<file path="src/rtl/shift_register_bidirectional_pkg.sv">
// Shared constants for the digit shift register and the display controller
// that drives it: default digit geometry and the shift-direction encoding.
package shift_register_bidirectional_pkg;

    localparam int DIGIT_BITS    = 4;
    localparam int NUM_DIGITS    = 5;
    localparam int DEFAULT_WIDTH = DIGIT_BITS * NUM_DIGITS;

    // Direction encoding for the dir input
    localparam logic DIR_LEFT  = 1'b0;  // toward MSB
    localparam logic DIR_RIGHT = 1'b1;  // toward LSB

endpackage : shift_register_bidirectional_pkg

</file>
<file path="src/rtl/shift_register_bidirectional.sv">
// Parallel-load shift register that moves its contents one digit (STEP bits)
// left or right per enabled clock, either zero-filling or rotating.
// Priority per edge: rst > load > en > hold. out is the register itself.
module shift_register_bidirectional
    import shift_register_bidirectional_pkg::*;
#(
    parameter int WIDTH  = DEFAULT_WIDTH,
    parameter int STEP   = DIGIT_BITS,
    parameter bit ROTATE = 1'b0
) (
    input  logic             clk,
    input  logic             rst,
    input  logic             en,
    input  logic             dir,
    input  logic             load,
    input  logic [WIDTH-1:0] num,
    output logic [WIDTH-1:0] out
);

    // Geometry guard: whole digits only, and at least two digits
    if ((WIDTH % STEP) != 0 || STEP >= WIDTH) begin : g_bad_geometry
        $error("shift_register_bidirectional: WIDTH must be a multiple of STEP and STEP < WIDTH");
    end

    logic [WIDTH-1:0] reg_r;
    logic [WIDTH-1:0] next_s;
    logic [STEP-1:0]  fill_left_s;   // digit entering at the LSB end on a left shift
    logic [STEP-1:0]  fill_right_s;  // digit entering at the MSB end on a right shift

    // Select the digit that refills the vacated end: zeros, or the digit shifted out
    always_comb begin
        fill_left_s  = {STEP{1'b0}};
        fill_right_s = {STEP{1'b0}};
        if (ROTATE) begin
            fill_left_s  = reg_r[WIDTH-1 -: STEP];
            fill_right_s = reg_r[STEP-1:0];
        end else begin
            fill_left_s  = {STEP{1'b0}};
            fill_right_s = {STEP{1'b0}};
        end
    end

    // Next-state selection: load beats shift, shift beats hold
    always_comb begin
        next_s = reg_r;
        if (load) begin
            next_s = num;
        end else if (en) begin
            case (dir)
                DIR_LEFT:  next_s = {reg_r[WIDTH-STEP-1:0], fill_left_s};
                DIR_RIGHT: next_s = {fill_right_s, reg_r[WIDTH-1:STEP]};
                default:   next_s = reg_r;
            endcase
        end else begin
            next_s = reg_r;
        end
    end

    // State register with synchronous reset taking priority over everything
    always_ff @(posedge clk) begin
        if (rst) begin
            reg_r <= {WIDTH{1'b0}};
        end else begin
            reg_r <= next_s;
        end
    end

    assign out = reg_r;

endmodule : shift_register_bidirectional

</file>
<file path="config.mk">
export PLATFORM = sky130hd
export DESIGN_NAME = shift_register_bidirectional
export DESIGN_NICKNAME = d
export VERILOG_FILES = /design/src/rtl/shift_register_bidirectional_pkg.sv /design/src/rtl/shift_register_bidirectional.sv
export SDC_FILE = /design/constraint.sdc
export NUM_CORES = 1
export LEC_CHECK = 0
export ABC_AREA = 1
export CAP_MARGIN = 25
export CORE_MARGIN = 2
export CORE_UTILIZATION = 59
export CTS_CLUSTER_DIAMETER = 120
export DETAILED_ROUTE_END_ITERATION = 10
export DONT_BUFFER_PORTS = 1
export GPL_TIMING_DRIVEN = 0
export PLACE_DENSITY = 0.85
export SLEW_MARGIN = 0
export SYNTH_ARGS = -nofsm -noshare
export SYNTH_HDL_FRONTEND = slang
export SYNTH_SLANG_ARGS = --single-unit
</file>
<file path="constraint.sdc">
create_clock -name clk -period 0.9 [get_ports clk]
set_clock_uncertainty 0.05 [all_clocks]
set_input_delay 0.18 -clock clk [delete_from_list [all_inputs] [get_ports clk]]
set_output_delay 0.18 -clock clk [all_outputs]
set_load 0.02 [all_outputs]
</file>
# Yosys cells after proc, flatten, opt, wreduce, memory -nomap -nowiden

Cells that the tools add are included.

Bitwise operators: 1
Div/mod/pow operators: 0
$mul: 0
Order comparisons: 0
Add/subtract/negate cells: 0
Mux-type cells: 3
Eq/ne operators: 0
Shifts and indexed selects: 0
Reductions and logical operators: 1

Operators with widths:

| operator          | number |
|---|---|
| $mux 20           | 2 |
| $pmux 20 s2       | 1 |
| $reduce_bool 2->1 | 1 |
| $not 1->1         | 1 |

Memories: 0
Bits in latches: 0
Register bits after elaboration: 20
ROM bits: 0
Memory bits (writable): 0

# Depth between registers and ports, before layout

Depth in word-level cells: 4
Depth in mapped cells: 7
Depth with buffers taken out: 5

# Worst setup path before layout

No wires, ideal clock.

Path kind: input port to flip-flop
Start: in dir
End: reg reg_r[11], in the netlist out[11]
Stages on the path: 7
Arrival time: 0.755 ns
Path slack: 0.024 ns
Library setup time: 0.071 ns
Path through: buf_6 > inv_2 > buf_6 > nand2_1 > nand2_1 > nand2_1 > a21oi_1

Longest elaborated chain between the ends: 4

RTL lines:

| element              | RTL line                           | text |
|---|---|---|
| from (decl)          | shift_register_bidirectional.sv:14 | `input logic dir,` |
| $not 1->1            | shift_register_bidirectional.sv:49 | `case (dir)` |
| $pmux 20 s2 *        | shift_register_bidirectional.sv:49 |  |
| $mux 20 *            | shift_register_bidirectional.sv:48 | `end else if (en) begin` |
| $mux 20 *            | shift_register_bidirectional.sv:46 | `if (load) begin` |
| to (signal assigned) | shift_register_bidirectional.sv:62 | `reg_r <= {WIDTH{1'b0}};` |
| to (signal assigned) | shift_register_bidirectional.sv:64 | `reg_r <= next_s;` |
| to (decl)            | shift_register_bidirectional.sv:25 | `logic [WIDTH-1:0] reg_r;` |

Mark *: on every way between the ends. The rest lies on a longest branch, timed or not. The select of a mux whose other input is x is not followed.
A chain may end at the register's enable or synchronous reset.

# Worst setup path after layout

Start: reg reg_r[7], in the netlist out[7]
End: out out[7]

RTL lines:

| element   | RTL line                           | text |
|---|---|---|
| to (decl) | shift_register_bidirectional.sv:17 | `output logic [WIDTH-1:0] out` |

No word-level cell between the ends.

==> results by group <==
Routing
  – Antenna Violating Nets Remaining: 0
  – Via Count: 1115
  – Total Routed Length: 2810 um
  – Drt first pass iters: 4
  – WL/cell: 13.2 um
  – Number of remaining DRC errors: 0
  – Vias per cell: 5.26
  – Starting DRC count in detailed routing: 14

Logic synthesis
  – Syn_area_per_cell: 6.18 um2
  – Register bit total from synthesis: 20
  – Sequential fraction of the synthesis area: 35.4%
  – Leading cell types by total area after synthesis: dfxtp_1 35%, nand2_1 26%, a21oi_1 15%
  – Most frequent cells after synthesis: 78 x nand2_1, 33 x a21oi_1, 20 x dfxtp_1
  – Synth top area share: 35.4%
  – Most used flip-flop cell after synthesis: dfxtp_1
  – Post-synth ARST share: 0%
  – Syn Inst Count: 183
  – Number of synthesized flops with an enable pin: 0
  – Yosys cell types: 14
  – Mapped Area: 0.00113 mm2
  – Synth warn: 0
  – Synth area leader: dfxtp_1
  – Syn nets: 208
  – Count leader, synth: nand2_1

CTS
  – CTS tree: done
  – CTS clk-pin slew, worst paths: 0.13 ns
  – Bufs on Longest Clock Path: 2
  – Worst skew pair latency: 0.32 ns
  – Root buf cell: clkbuf_4
  – # H-tree levels: 1
  – CTS Sinks: 20
  – Setup Buffers After CTS: 0
  – Total CTS buffers: 3

Die
  – Starting Density: 64.1%
  – Rows: 15
  – Io pins: 45
  – Core area: 0.00176 mm2
  – Die ar.: 0.00228 mm2
  – Die Wd: 47.8 um
  – Die Y: 47.8 um

Power
  – Reg power frac: 49.9%
  – Total internal power: 0.00148 W
  – Worst vdd ir: 1.11 mV
  – Logic pwr share: 13.6%
  – Sw Share: 28.7%
  – Clock Power Share: 36.4%
  – P per Cell Area: 1600 mW/mm2
  – Sw power: 0.000595 W
  – Leak: 0.628 nW

Finish
  – Largest register FFs: 20
  – Utilization after layout: 73.5%
  – Share of layout cells above drive strength 1: 20.3%
  – Final nets: 213
  – Area of the multi-input gates: 552 um2
  – Final instance area: 0.00130 mm2
  – Diode count: 0
  – Final Non-Filler Cells: 212
  – Fill cell count: 157
  – Sequential Area: 475 um2
  – Area grow syn2layout: 14.7%

GRT
  – Gr usage total: 27.1%
  – Vias in the first global route: 1017
  – Initial antenna violation count: 0
  – First-pass GRT wire length: 4330 um
  – Pin count of the biggest net entering global routing: 13
  – Grt total ovfl: 0

Place
  – PortBufs: 0
  – Placement Cell Area: 0.00116 mm2
  – Placed insts: 208
  – Detailed Place HPWL: 1940 um
  – Gpl congestion: 0.803

Critical path
  – CP Max Fanout: 4
  – Worst setup SP type: register
  – CP arrival: 0.74 ns
  – Worst R2R Path Depth: 4
  – Setup Crit Path Kind: register to output port
  – R2R setup slack: 0.02 ns
  – CP required: 0.67 ns
  – Nature of the critical path endpoint: output port
  – R2R Path Start: out[8]$_SDFFE_PP0P_
  – Reg2reg end: out[4]$_SDFFE_PP0P_

Hold path
  – Tightest Hold Check Type: input pin to register
  – HP Start: load
  – Hold path depth: 3
  – Hold Path Sink: out[18]$_SDFFE_PP0P_

Run status
  – Failing checks: hold timing, setup timing
  – Status: finished with violations

STA
  – Relative slew slack: 66.0%
  – Worst setup margin: -0.0705 ns
  – Final Hold Fails: 3
  – Max Clk Rate: 1.03 GHz
  – Setup-failing EPs final: 20
  – Slew Viols, Final: 0
  – Slew @ Worst Pin: 0.511 ns
  – RSZ-0062 raised after global routing: yes
  – Post-route minimum period: 0.971 ns
  – Final worst-path cycle share: 108%
  – Hold WS: -0.00337 ns

Run
  – Maxcap violations: 0
## per-stage QoR
step	total power [W]	worst slack, ns	setup TNS (ns)
after floorplan	0.00129	0.0243	0
after global placement	0.00134	-0.0746	-0.544
after detailed placement	0.00135	-0.0980	-0.939
after CTS	0.00207	-0.0715	-1.14
after global routing	0.00216	-0.0857	-1.46
final	0.00208	-0.0705	-1.11
## timing repair
item,in CTS,in global routing
endpoints found under the hold margin,3,2
setup endpoints to repair,37,23
pin swaps,0,2
resized for setup,40,2
## layout make-up
class / count / area share, %
plain buffers: 10 / 7.43
clock buffers: 3 / 1.74
clock inverters: 1 / 2.31
inverters: 24 / 6.94
multi-input cells: 129 / 42.5
flip-flops and latches: 20 / 36.6
well taps: 25 / 2.41
## cell families (layout without fill, tap and decap cells)
logic type	Yosys count	in the layout	synth area share [%]
DFF	20	20	35.4
and+or+nand+nor	96	96	33.5
buffers and inverters	34	38	16.5
AOI/OAI and AO/OA	33	33	14.6
## layout by cell type (no fill, tap or decap), drive strengths merged
master	netlist	final
a21oi	33	33
nor2	11	11
nand2	78	78
dfxtp	20	20
clkinv	4	4
buf	7	7
inv	20	20
bufinv	0	1
nand3	7	7
clkbuf	3	6
## per-layer routing
metal / wire length [um] / GRT usage, % / part of all wire [%]
met2: 1510 / 49.6 / 54
met1: 1110 / 31.4 / 40
met5: 0 / 0 / 0
met4: 24 / 7.57 / 0.86
met3: 162 / 5.66 / 5.8
## worst max path at each step
stage	from	end	cells past startpoint
after CTS	out[7]$_SDFFE_PP0P_	out[7]	0
after floorplan	dir	out[11]$_SDFFE_PP0P_	7
final	out[7]$_SDFFE_PP0P_	out[7]	0
after detailed placement	dir	out[11]$_SDFFE_PP0P_	7
after global routing	out[7]$_SDFFE_PP0P_	out[7]	0
after global placement	dir	out[15]$_SDFFE_PP0P_	7
## power by group through the flow
stage,logic [W],registers (W),clock network (W)
after floorplan,0.000226,0.00106,0
after global placement,0.000265,0.00107,0
after CTS,0.000278,0.00103,0.000761
final,0.000283,0.00104,0.000757
after global routing,0.000321,0.00104,0.000794
after detailed placement,0.000277,0.00107,0
(Power assumes the default switching activity.)
